===== src/rtl/clock_period_meter_pkg.sv =====
// Shared types and default sizing for the clock period meter and the divider test harness.
package clock_period_meter_pkg;

    typedef enum logic [1:0] {
        SEEK = 2'd0,
        HIGH = 2'd1,
        LOW  = 2'd2
    } state_t;

    localparam int DEF_WIDTH   = 16;
    localparam int DEF_TIMEOUT = 4000;

endpackage


===== src/rtl/sync_edge_detect.sv =====
// Two-flop synchronizer plus history flop; emits one-cycle rise/fall pulses for an async input.
module sync_edge_detect (
    input  logic clock,
    input  logic reset,
    input  logic sig_in,
    output logic rise,
    output logic fall
);

    logic s1;
    logic s2;
    logic s3;

    always_ff @(posedge clock) begin
        if (!reset) begin
            s1 <= 1'b0;
            s2 <= 1'b0;
            s3 <= 1'b0;
        end else begin
            s1 <= sig_in;
            s2 <= s1;
            s3 <= s2;
        end
    end

    // Both edges see the same pipeline depth, so measured intervals carry no bias.
    assign rise = s2 & ~s3;
    assign fall = ~s2 & s3;

endmodule


===== src/rtl/clock_period_meter.sv =====
// Measures period and high time of a slow async input in system-clock cycles,
// with stall timeout and a single-entry output buffer that flags dropped results.
module clock_period_meter
    import clock_period_meter_pkg::*;
#(
    parameter int WIDTH   = DEF_WIDTH,
    parameter int TIMEOUT = DEF_TIMEOUT
) (
    input  logic             clock,
    input  logic             reset,
    input  logic             sig_in,
    output logic             meas_valid,
    input  logic             meas_ready,
    output logic [WIDTH-1:0] period,
    output logic [WIDTH-1:0] high_time,
    output logic             timeout_err,
    output logic             overrun,
    output state_t           dbg_state
);

    localparam logic [WIDTH-1:0] CNT_MAX   = '1;
    localparam logic [WIDTH-1:0] TIMEOUT_V = WIDTH'(TIMEOUT);

    logic             rise;
    logic             fall;
    logic [WIDTH-1:0] cnt;
    logic [WIDTH-1:0] hi_cap;
    state_t           state;
    state_t           state_next;
    logic             hi_load;
    logic             capture_req;
    logic             timeout_hit;
    logic             can_capture;

    sync_edge_detect u_sync (
        .clock  (clock),
        .reset  (reset),
        .sig_in (sig_in),
        .rise   (rise),
        .fall   (fall)
    );

    // cnt holds the number of cycles since the last detected rise.
    always_ff @(posedge clock) begin
        if (!reset) begin
            cnt <= '0;
        end else if (rise) begin
            cnt <= WIDTH'(1);
        end else if (cnt != CNT_MAX) begin
            cnt <= cnt + WIDTH'(1);
        end
    end

    always_ff @(posedge clock) begin
        if (!reset) begin
            state <= SEEK;
        end else begin
            state <= state_next;
        end
    end

    always_comb begin
        state_next  = state;
        hi_load     = 1'b0;
        capture_req = 1'b0;
        timeout_hit = 1'b0;
        case (state)
            SEEK: begin
                if (rise) state_next = HIGH;
            end
            HIGH: begin
                if (fall) begin
                    hi_load    = 1'b1;
                    state_next = LOW;
                end else if (cnt == TIMEOUT_V) begin
                    timeout_hit = 1'b1;
                    state_next  = SEEK;
                end
            end
            LOW: begin
                // The closing rise also opens the next measurement.
                if (rise) begin
                    capture_req = 1'b1;
                    state_next  = HIGH;
                end else if (cnt == TIMEOUT_V) begin
                    timeout_hit = 1'b1;
                    state_next  = SEEK;
                end
            end
            default: state_next = SEEK;
        endcase
    end

    always_ff @(posedge clock) begin
        if (!reset) begin
            hi_cap <= '0;
        end else if (hi_load) begin
            hi_cap <= cnt;
        end
    end

    // Handshake: a result transfers on any cycle with meas_valid & meas_ready; while
    // meas_valid is high, period/high_time hold still; meas_ready alone does nothing.
    assign can_capture = !meas_valid || meas_ready;

    always_ff @(posedge clock) begin
        if (!reset) begin
            meas_valid  <= 1'b0;
            period      <= '0;
            high_time   <= '0;
            timeout_err <= 1'b0;
            overrun     <= 1'b0;
        end else if (capture_req && can_capture) begin
            meas_valid  <= 1'b1;
            period      <= cnt;
            high_time   <= hi_cap;
            timeout_err <= 1'b0;
        end else begin
            if (capture_req) overrun <= 1'b1;
            if (meas_valid && meas_ready) meas_valid <= 1'b0;
            if (timeout_hit) timeout_err <= 1'b1;
        end
    end

    assign dbg_state = state;

endmodule


===== config.mk =====
export PLATFORM = sky130hd
export DESIGN_NAME = clock_period_meter
export DESIGN_NICKNAME = d
export VERILOG_FILES = /design/src/rtl/clock_period_meter_pkg.sv /design/src/rtl/sync_edge_detect.sv /design/src/rtl/clock_period_meter.sv
export SDC_FILE = /design/constraint.sdc
export NUM_CORES = 1
export LEC_CHECK = 0
export CORE_MARGIN = 3
export CORE_UTILIZATION = 50
export CTS_CLUSTER_DIAMETER = 200
export DETAILED_ROUTE_END_ITERATION = 16
export DONT_BUFFER_PORTS = 1
export PLACE_DENSITY = 0.68
export SLEW_MARGIN = 10
export SYNTH_ARGS = -nofsm -noshare
export SYNTH_HDL_FRONTEND = slang
export SYNTH_SLANG_ARGS = --single-unit

===== constraint.sdc =====
create_clock -name clock -period 1.53 [get_ports clock]
set_input_delay 0 -clock clock [delete_from_list [all_inputs] [get_ports clock]]
set_output_delay 0 -clock clock [all_outputs]
set_load 0.01 [all_outputs]

; ---- Word-level counts from Yosys, hierarchy flattened
; Index checks and enable logic that the tools add are counted.
[totals]
elab_cells = 51
reg_bits = 72
out_inout_bits = 37
[op_classes]
bitwise = 6
eq_ne = 5
n_reduce_logical = 10
add_sub_neg = 1
mux = 17
[op_table]
columns = op, count
row1 = $add A16 B1 Y16 const B, 1
row2 = $eq A16 B12 Y1 const B, 1
row3 = $ne A16 B16 Y1 const B, 1
row4 = $mux W1, 11
row5 = $mux W2, 4
row6 = $pmux W2 S3, 1
row7 = $not A1 Y1, 4
row8 = $reduce_bool A2 Y1, 2
row9 = $reduce_or A2 Y1, 2
row10 = $and A1 B1 Y1, 2
row11 = $eq A2 B1 Y1 const B, 1
row12 = $eq A2 B2 Y1 const B, 1
row13 = $logic_and A1 B1 Y1, 2
row14 = $logic_not A2 Y1, 1
row15 = $ne A2 B2 Y1 const B, 1
row16 = $pmux W1 S2, 1
row17 = $reduce_and A2 Y1, 1
row18 = $logic_not A1 Y1, 1
row19 = $logic_or A1 B1 Y1, 1

; ---- Longest topological paths before layout
; Gate-level depths: netlist of the first run.
[logic_depth]
word_depth = 7
ltp_mapped = 8
mapped_depth_nobuf = 6

; ---- Cells and area by module
; A second synthesis of the first run with hierarchy kept.
[unflattened]
cells_unflattened = 361
hier_area_um2 = 3060.4
[modules_own_cells]
columns = mod, cells_each, area_per_inst_um2, seq_area_each_um2, instances
row1 = clock_period_meter, 353, 2969.1, 1381.3, 1
row2 = sync_edge_detect, 8, 91.3, 60.1, 1

; ---- Worst setup path before layout of the first run
; No wires, ideal clock.
[synth_path]
kind = flip-flop to flip-flop
startpoint = register state[1] (netlist: dbg_state[1])
endpoint = register hi_cap[10]
setup_slack_ns = -0.105
synth_period_minus_slack_ns = 1.635
stages_incl_launch_ff = 9
t_required_ns = 1.460
arrival_time_ns = 1.565
path_cell_list = dfxtp_1 inv_1 ha_1 inv_1 or2_2 clkbuf_1 clkbuf_1 nand2_1 a21oi_1
[synth_via]
elab_chain_len = 2
[synth_lines]
columns = item, line
row1 = from (decl), clock_period_meter.sv:28  ; state_t state;
row2 = from (signal assigned), clock_period_meter.sv:58  ; state <= state_next;
row3 = $eq A2 B1 Y1, clock_period_meter.sv:67  ; case (state)
row4 = $mux W1, clock_period_meter.sv:67
row5 = to (signal assigned), clock_period_meter.sv:98  ; hi_cap <= cnt;
row6 = to (decl), clock_period_meter.sv:27  ; logic [WIDTH-1:0] hi_cap;
; Every way passes these cells.
; A chain may end at the register's enable or synchronous reset.

; ---- Final worst setup path of the first run
[layout_path]
startpoint = register cnt[0]
endpoint = register cnt[7]
[layout_via]
elab_chain_len = 1
[layout_lines]
columns = item, line
row1 = from (decl), clock_period_meter.sv:26  ; logic [WIDTH-1:0] cnt;
row2 = from (signal assigned), clock_period_meter.sv:50  ; cnt <= cnt + WIDTH'(1);
row3 = $add A16 B1 Y16 / $ne A16 B16 Y1 (equally long branches), "clock_period_meter.sv:50, clock_period_meter.sv:49"
; Parallel ways exist; a longest one is shown, timed or not.

==> impl_results.md, run 1 <==
* Status: finished, final reports clean
* Initial antenna violation count at 0
* HPWL Detailed at 4.85 mm
* Delay of the slowest cell on the worst path at 630 ps
* Seq/Total Area, Yosys at 0.485
* Kind of critical path: flop to flop
* Crit path launch type: flop
* Max Fanout on Critical Path at 4
* GPL Wtd Cong at 0.885
* Seq cells post-synth at 72
* Area fraction of the dominant cell type after synthesis at 0.485
* Area Growth Syn to Fin at 25.0%
* CP Buf/Inv Count at 2
* Hold_sp: reset
* Worst ir drop on vdd at 0.000974 V
* Finished Layout Cells at 477
* Reg-to-Reg End: cnt[7]
* Multi-input logic area at 1490 um2
* Critical R2R Launch: cnt[0]
* Hold Path Depth at 3
* Final period utilization at 0.989
* Design Power at 0.00354 W
* Met2 usage at 0.353
* First-pass GRT wire length at 12.0 mm
* H-tree depth at 3
* Grt total ovfl at 0
* CTS tree: built
* Min cycle time layout at 1510 ps
* CP top delay family: simple AND/OR/NAND/NOR gates
* Post-place instance area at 3380 um2
* # rows at 27
* DRT iter0 DRCs at 154
* Total GRT Usage at 0.214
* Mapped cell area at 2970 um2
* Seq. cell area at 1460 um2
* Final wirelength at 7.12 mm
* Max capacitance violation total at 0
* DRC Markers at 0
* Total CTS buffers at 9
* Number of synthesized flops with an enable pin at 0
* HP Class: input port to flop
* Initial Util at 0.527
* Slowest cell on the critical path: or4_2
* Post-Syn Nets at 369
* Worst EP required at 1820 ps
* Final slew viol count at 0
* Mapped Cells at 359
* Port buffer count at 0
* CP Capture Type: flop
* Diode count at 0
* DR pass1 iterations at 4
* Share of cells above drive strength 1 at 0.264
* Vias in the first global route at 2568
* Fmax at 0.661 GHz
* Yosys warns at 0
* Final hold vios at 0
* Post-Syn Area per Cell at 8.28 um2
* Worst-Skew Late Latency at 340 ps
* Ports at 41
* Worst Hold Path EP: cnt[4]
* Netlist cell types at 46
* Via density at 5.43
* WHS at 29.5 ps
* Die Y at 83.1 um
* Skew final at 11.8 ps
* Max-slew headroom at the worst pin at 0.585
* GR Util met3 at 0.0565
* Largest net degree at the start of global routing at 52
* Worst-path clk slew at 80 ps
* GRT met1 Usage at 0.262
* Most used DFF post-synth: dfxtp_1
* Final setup viols at 0
* R2R depth at 5
* Pwr dens at 953 nW/um2
* Post-synth top area cell: dfxtp_1
* Final ANT Viol Nets at 0
* Worst slew pin tran at 621 ps
* Fill count at 477
* Reg-to-reg slack, setup at 20 ps
* Clock buffer depth at 2
* Area contributors post-synth: dfxtp_1, nand2_1, a21oi_1
* Leak at 1.35 nW
* Root Buffer: clkbuf_8
* RSZ-0062 raised after global routing: yes
* Die area at 6910 um2
* Crit path cell chain: buf_6 -> buf_4 -> nand3_2 -> or4_2 -> a21oi_2
* Routed vias at 2588
* Die W at 83.1 um
* Ys async rst share at 0
* Drt wl/cell at 14.9 um
* TNS Setup at 0 ps
* Cells after DPL at 456
* Fin nets at 410
* Worst EP arrival at 1800 ps
* Core box area at 5640 um2
* CTS sink count at 72
* Global route hottest layer: met2
* Design area at 3710 um2
layout make-up:
| cell class | count | area share |
|---|---|---|
| Clock buffer | 10 | 0.0344 |
| Clock inverter | 6 | 0.0182 |
| Inverter | 6 | 0.00606 |
| Multi-Input combinational cell | 256 | 0.402 |
| Sequential cell | 72 | 0.393 |
| Tap cell | 72 | 0.0243 |
| Timing Repair Buffer | 55 | 0.122 |
how the worst max path moves through the flow:
stage	from	endpoint	slack, ps	cells past startpoint
global placement	cnt[1]	cnt[1]	-7	6
floorplan	dbg_state[1]	hi_cap[10]	9	8
CTS	cnt[1]	cnt[0]	-0.7	6
global route	cnt[0]	cnt[7]	-30	5
detailed placement	cnt[0]	dbg_state[0]	-30	6
finish	cnt[0]	cnt[7]	20	5
report_power, final:
| group | switching [W] | internal [W] | leakage (nW) | total (W) |
|---|---|---|---|---|
| registers | 0.0000152 | 0.00188 | 0.587 | 0.00190 |
| logic | 0.0000884 | 0.0000662 | 0.675 | 0.000155 |
| clock network | 0.000729 | 0.000759 | 0.0929 | 0.00149 |
| total | 0.000833 | 0.00271 | 1.35 | 0.00354 |
cells in the mapped netlist, types with 2 or more instances:
library cell	n
and3_1	3
or4_2	2
nand3_1	8
and2_1	3
nand2_1	104
nand2b_1	5
clkbuf_1	15
buf_2	9
a31oi_1	2
o41ai_1	2
nor3_1	5
ha_1	6
nand4_1	4
a21oi_1	56
dfxtp_1	72
a211oi_1	2
nor2_1	12
and4_1	4
xnor2_1	5
mux2i_1	2
o21ai_0	4
nand4_4	2
o21a_1	4
inv_1	5
o311ai_0	2
per-stage QoR:
stage	setup WS, ps	util
3_5_place_dp	-30.4	0.600
2_1_floorplan	8.89	-
4_1_cts	-0.729	0.643
6_report	17.0	0.658
5_1_grt	-27.2	0.658
3_3_place_gp	-7.39	0.600
tightest hold or removal path, cell delays in order:
cell	delay [ps]
nand2_1	140
buf_4	150
nor2_1	40
logic make-up (layout without fill, tap and decap cells):
logic type,after synthesis,in the layout,share of synthesized area
compound gates,79,79,0.155
xor+xnor,5,5,0.0147
fa+ha+maj,6,6,0.0253
buf+inv,31,77,0.0433
flops,72,72,0.485
mux,2,2,0.00673
simple gates,164,164,0.270
routing by layer:
layer,share of wire,up-vias
met5,0,-
met4,0.023,0
met3,0.042,14
met2,0.49,54
met1,0.44,1211
li1,-,1309
state kept, by name, indices dropped and copies added (netlist names):
register / flops
dbg_state: 2
u_sync.s3: 1
cnt: 16
overrun: 1
meas_valid: 1
high_time: 16
period: 16
hi_cap: 16
u_sync.s2: 1
timeout_err: 1
u_sync.s1: 1
timing repair:
action | 4_1_cts | 5_1_grt
pin swaps | 2 | 7
setup endpoints to repair | 3 | 28
hold buffers | 3 | 0
hold endpoints to repair | 8 | 0
buffers inserted | 1 | 1
resized for setup | 6 | 27
gates cloned | 0 | 0
layout by cell type (no fill, tap or decap), types with 2 or more instances in the layout:
master,n
a211oi_1,2
nor2_1,12
o41ai_1,2
dfxtp_4,2
clkbuf_8,9
a31oi_1,2
dlygate4sd3_1,3
and3_1,2
nand2b_1,5
nor3_1,3
inv_2,2
buf_4,48
a21oi_1,54
ha_1,4
nand4_4,2
buf_6,2
mux2i_1,2
nand2_1,103
clkinvlp_4,2
and2_1,3
o21ai_0,3
a21oi_2,2
buf_12,2
o311ai_1,2
and4_1,2
inv_1,3
o21a_1,4
nand3_2,2
dfxtp_2,10
xnor2_1,5
nand3_1,5
nor3_2,2
and4_2,2
or4_2,2
dfxtp_1,60
nand4_1,4
Note: power is estimated with default switching activity, not from simulation.
==> run 2, diff against run 1 <==
--- a/config.mk
+++ b/config.mk
@@ -5,12 +5,12 @@
 export SDC_FILE = /design/constraint.sdc
 export NUM_CORES = 1
 export LEC_CHECK = 0
+export CORE_ASPECT_RATIO = 1.5
 export CORE_MARGIN = 3
 export CORE_UTILIZATION = 50
 export CTS_CLUSTER_DIAMETER = 200
 export DETAILED_ROUTE_END_ITERATION = 16
 export DONT_BUFFER_PORTS = 1
-export PLACE_DENSITY = 0.68
 export SLEW_MARGIN = 10
 export SYNTH_ARGS = -nofsm -noshare
 export SYNTH_HDL_FRONTEND = slang
==> constraint.sdc (replaced) <==
create_clock -name clock -period 1.7 [get_ports clock]
set_input_delay 0 -clock clock [delete_from_list [all_inputs] [get_ports clock]]
set_output_delay 0 -clock clock [all_outputs]
set_load 0.01 [all_outputs]
==> run 2 against run 1 <==
Flip-flop and latch count is the same; critical path depth up 1; largest power group unchanged; die area grew 0.27%; clock skew fell by 1.7 ps; register-to-register slack better by 40 ps; cell area fell by 4.9%; routed wire length down 1.7%; worst hold slack better by 290 ps.
==> impl_results.md, run 2 (same netlist as run 1, synthesis figures left out) <==
* Skew final at 10.1 ps (-1.73 ps)
* Worst-Skew Late Latency at 340 ps (about the same)
* TNS Setup at 0 ps (unchanged)
* Port buffer count at 0 (unchanged)
* Drt wl/cell at 15.2 um (+1.7%)
* Post-place instance area at 3230 um2 (-4.5%)
* Worst-path clk slew at 80 ps (about the same)
* CTS sink count at 72 (unchanged)
* Fmax at 0.609 GHz (-7.8%)
* Design area at 3530 um2 (-4.9%)
* Worst EP required at 1970 ps (+150 ps)
* CP top delay family: simple AND/OR/NAND/NOR gates
* Max capacitance violation total at 0 (unchanged)
* Most frequent cells in the layout: nand2_1, dfxtp_1, a21oi_1, buf_4, nor2_1
* Most common cell after layout, fill and taps aside: nand2_1
* Clock share of power at 0.472 (+0.052)
* Min cycle time layout at 1640 ps (+128 ps)
* Via density at 5.36 (-1.1%)
* Final period utilization at 0.965 (-0.0237)
* Final hold vios at 0 (unchanged)
* CTS tree: built
* CP Buf/Inv Count at 1 (-1)
* Die W at 69.0 um (-17%)
* Core box area at 5620 um2 (-0.47%)
* Root Buffer: clkbuf_8
* DR pass1 iterations at 4 (unchanged)
* Initial antenna violation count at 0 (unchanged)
* CP Capture Type: flop
* Crit path cell chain: ha_1 -> nand3_2 -> nor4_4 -> buf_4 -> or4_2 -> o21ai_0
* Die area at 6930 um2 (+0.27%)
* Max Fanout on Critical Path at 6 (+2)
* Vias in the first global route at 2395 (-6.7%)
* Final setup viols at 0 (unchanged)
* Pwr dens at 978 nW/um2 (+2.6%)
* Slowest cell on the critical path: or4_2
* HPWL Detailed at 5.02 mm (+3.4%)
* # rows at 33 (+22%)
* Largest net degree at the start of global routing at 52 (unchanged)
* Area Growth Syn to Fin at 18.9%
* Final wirelength at 7.00 mm (-1.7%)
* Ports at 41 (unchanged)
* Delay of the slowest cell on the worst path at 590 ps (-40 ps)
* Status: finished, final reports clean
* DRC Markers at 0 (unchanged)
* GPL Wtd Cong at 0.890 (+0.55%)
* Grt total ovfl at 0 (unchanged)
* HP Class: input port to flop
* DRT iter0 DRCs at 136 (-12%)
* Worst ir drop on vdd at 0.000554 V (-43%)
* Total CTS buffers at 9 (unchanged)
* Int Pwr at 0.00272 W (+0.57%)
* Min setup slack post-route at 59.2 ps (+42.2 ps)
* Kind of critical path: flop to flop
* Routed vias at 2473 (-4.4%)
* Final ANT Viol Nets at 0 (unchanged)
* Die Y at 100 um (+21%)
* First-pass GRT wire length at 11.4 mm (-5.6%)
* Final slew viol count at 0 (unchanged)
* Fin nets at 396 (-3.4%)
* Worst slew pin tran at 599 ps (-21.9 ps)
* Share of cells above drive strength 1 at 0.174 (-0.0903)
* Seq pwr share at 0.494 (-0.042)
* H-tree depth at 3 (unchanged)
* Worst EP arrival at 1910 ps (+110 ps)
* Logic pwr share at 0.034 (-0.010)
* Design Power at 0.00345 W (-2.5%)
* Initial Util at 0.529 (+0.00247)
* Diode count at 0 (unchanged)
* Total GRT Usage at 0.221 (+0.00654)
* Net Switching at 0.000730 W (-12%)
* RSZ-0062 raised after global routing: no
* Leak at 1.30 nW (-4.0%)
* Crit path launch type: flop
* Switching portion of total power at 0.211 (-0.0237)
* Max-slew headroom at the worst pin at 0.599 (+0.0146)
* Worst slack, placed at 31.5 ps (+62.0 ps)
* Clock buffer depth at 2 (unchanged)
* WHS at 323 ps (+293 ps)
## run 2: layout make-up
class | instances | area, um2
clock buffers | 10 | 128
clock inverters | 6 | 115
fillers | 506 | 2080
inverters | 6 | 22.5
multi-input cells | 256 | 1420
flip-flops and latches | 72 | 1440
well taps | 70 | 87.6
repair buffers | 41 | 315
## run 2: metal layers
metal  global-route usage  up-vias  wire length (um)
li1                     -     1280                 -
met1                0.238     1132              2890
met2                0.388       52              3670
met3               0.0627        9               294
met4               0.0946        0               140
met5                    0        -                 0
## run 2: repair_timing
action,in CTS,in global routing
setup buffers,0,1
endpoints found under the setup margin,0,6
hold endpoints to repair,13,0
hold buffers,3,0
resized for setup,0,5
## run 2: final timing paths
kind	from	slack (ps)	end	cells after the start
worst max-delay path	cnt[1]	60	cnt[5]	6
worst min-delay path	sig_in	320	u_sync.s1	2
worst max register to register	cnt[1]	60	cnt[5]	6
worst min register to register	u_sync.s1	440	u_sync.s2	1
## run 2: power by group through the flow
stage          sequential [W]  clock, W  combinational [W]
2_1_floorplan         0.00174         0          0.0000650
3_3_place_gp          0.00174         0           0.000109
3_5_place_dp          0.00175         0           0.000109
4_1_cts               0.00171   0.00168           0.000117
5_1_grt               0.00171   0.00173           0.000129
6_report              0.00171   0.00163           0.000118
## run 2: through the flow
| step | cells | utilization |
|---|---|---|
| floorplan | 359 | - |
| global placement | 441 | 0.576 |
| detailed placement | 441 | 0.576 |
| CTS | 460 | 0.624 |
| global route | 461 | 0.629 |
| finish | 461 | 0.629 |
==> run 3, diff against run 2 <==
--- a/config.mk
+++ b/config.mk
@@ -8,6 +8,7 @@
 export CORE_ASPECT_RATIO = 1.5
 export CORE_MARGIN = 3
 export CORE_UTILIZATION = 50
+export CTS_BUF_LIST = sky130_fd_sc_hd__clkbuf_4 sky130_fd_sc_hd__clkbuf_8 sky130_fd_sc_hd__clkbuf_16
 export CTS_CLUSTER_DIAMETER = 200
 export DETAILED_ROUTE_END_ITERATION = 16
 export DONT_BUFFER_PORTS = 1
==> run 3 against run 2 <==
Sequential power about the same; largest cell class unchanged; largest power group unchanged; combinational power about the same; worst setup slack better by 0.86 ps; cell area up 0.11%.
==> impl_results.md, run 3 (same netlist as run 1, synthesis figures left out) <==
* Skew final at 11.2 ps (+1.11 ps)
* HPWL Detailed at 5.02 mm (unchanged)
* TNS Setup at 0 ps (unchanged)
* Vias in the first global route at 2395 (unchanged)
* Hold Path Depth at 2 (unchanged)
* Fill count at 507 (+0.20%)
* Util after Layout at 0.630 (+0.000668)
* Worst-Skew Late Latency at 340 ps (about the same)
* RSZ-0062 raised after global routing: no
* Slowest cell on the critical path: or4_2
* H-tree depth at 3 (unchanged)
* CTS tree: built
* Via density at 5.39 (+0.40%)
* Min cycle time layout at 1640 ps (-0.859 ps)
* Max Fanout on Critical Path at 6 (unchanged)
* Grt total ovfl at 0 (unchanged)
* Root Buffer: clkbuf_8
* Fin nets at 396 (unchanged)
* Worst-path clk slew at 80 ps (about the same)
* Final wirelength at 6.99 mm (-0.21%)
* CP Depth at 6 (unchanged)
* Total GRT Usage at 0.221 (unchanged)
* Crit path launch type: flop
* Ports at 41 (unchanged)
* Fmax at 0.610 GHz (about the same)
* Clock buffer depth at 2 (unchanged)
* Diode count at 0 (unchanged)
* Worst slack, placed at 31.5 ps (unchanged)
* Hold_sp: sig_in
* Drt wl/cell at 15.2 um (-0.21%)
* Worst EP required at 1970 ps (about the same)
* CP Capture Type: flop
* Largest net degree at the start of global routing at 52 (unchanged)
* Design Power at 0.00347 W (+0.49%)
* Die Y at 100 um (unchanged)
* Final period utilization at 0.965 (about the same)
* # rows at 33 (unchanged)
* Delay of the slowest cell on the worst path at 590 ps (about the same)
* Status: finished, final reports clean
* Cells after DPL at 441 (unchanged)
* CP top delay family: simple AND/OR/NAND/NOR gates
* Kind of critical path: flop to flop
* Crit path cell chain: ha_1 -> nand3_2 -> nor4_4 -> buf_4 -> or4_2 -> o21ai_0
* DR pass1 iterations at 5 (+1)
* Most common cell after layout, fill and taps aside: nand2_1
* Worst slew pin tran at 599 ps (+0.485 ps)
* Worst EP arrival at 1910 ps (about the same)
* Pwr dens at 982 nW/um2 (+0.39%)
* Share of cells above drive strength 1 at 0.176 (+0.00256)
* Final hold vios at 0 (unchanged)
* Area Growth Syn to Fin at 19.0%
* Die W at 69.0 um (unchanged)
* Initial antenna violation count at 0 (unchanged)
* CP Buf/Inv Count at 1 (unchanged)
* Finished Layout Cells at 461 (unchanged)
* Die area at 6930 um2 (unchanged)
* Most frequent cells in the layout: nand2_1, dfxtp_1, a21oi_1, buf_4, nor2_1
* Initial Util at 0.529 (unchanged)
* DRC Markers at 0 (unchanged)
* Final ANT Viol Nets at 0 (unchanged)
* HP Class: input port to flop
* Max-slew headroom at the worst pin at 0.599 (about the same)
* R2R depth at 6 (unchanged)
* CTS sink count at 72 (unchanged)
* Core box area at 5620 um2 (unchanged)
* CP Launch Point: cnt[1]
* Final setup viols at 0 (unchanged)
* Final slew viol count at 0 (unchanged)
* Port buffer count at 0 (unchanged)
* DRT iter0 DRCs at 147 (+8.1%)
* Total CTS buffers at 9 (unchanged)
* Routed vias at 2483 (+0.40%)
* Worst ir drop on vdd at 0.000558 V (+0.79%)
* First-pass GRT wire length at 11.4 mm (unchanged)
* Min setup slack post-route at 60.1 ps (+0.859 ps)
* Max capacitance violation total at 0 (unchanged)
* Leak at 1.30 nW (+0.26%)
* Critical R2R Launch: cnt[1]
* GPL Wtd Cong at 0.890 (unchanged)
## run 3: cell counts in the layout (fill, tap and decap cells not counted)
No cell type changed its count.
## run 3: worst reg2reg max path: stages, from the launching register on
cell and delay, ps:
dfxtp_1 350, ha_1 220, nand3_2 110, nor4_4 60
buf_4 150, or4_2 600, o21ai_0 90
## run 3: area by class of cell
class                      instances  area (um2)  area share
tap                               70        87.6      0.0248
timing repair buffer              41         315      0.0891
inverter                           6        22.5     0.00637
clock inverter                     6         115      0.0325
multi-input combinational        256        1420       0.403
clock buffer                      10         131      0.0371
sequential                        72        1440       0.407
## run 3: metal layers
metal	global-route usage	part of all wire	vias up
met3	0.0627	0.039	9
met1	0.238	0.42	1138
met2	0.388	0.52	54
li1	-	-	1282
met4	0.0946	0.020	0
met5	0	0	-
## run 3: through the flow
| stage | area, um2 | hold slack (ps) |
|---|---|---|
| final | 3540 | 321 |
| after global routing | 3540 | 330 |
| after CTS | 3510 | 291 |
| after detailed placement | 3230 | 126 |
| after global placement | 3230 | 121 |
| after floorplan | 2970 | 118 |
## run 3: what timing repair did
action / CTS / global route
hold endpoints to repair: 13 / 0
gates resized for setup: 0 / 5
endpoints found under the setup margin: 0 / 6
setup buffers: 0 / 1
hold buffers: 3 / 0
## run 3: final timing paths
path	to	slack [ps]
worst min-delay path	u_sync.s1	320
worst min register to register	u_sync.s2	440
worst max-delay path	cnt[5]	60
worst max register to register	cnt[5]	60
## run 3: power by group
group          switching, W  total [W]  leakage, nW  internal, W
clock network      0.000649    0.00165        0.121     0.000999
logic             0.0000714   0.000118        0.602    0.0000463
registers         0.0000106    0.00171        0.581      0.00170
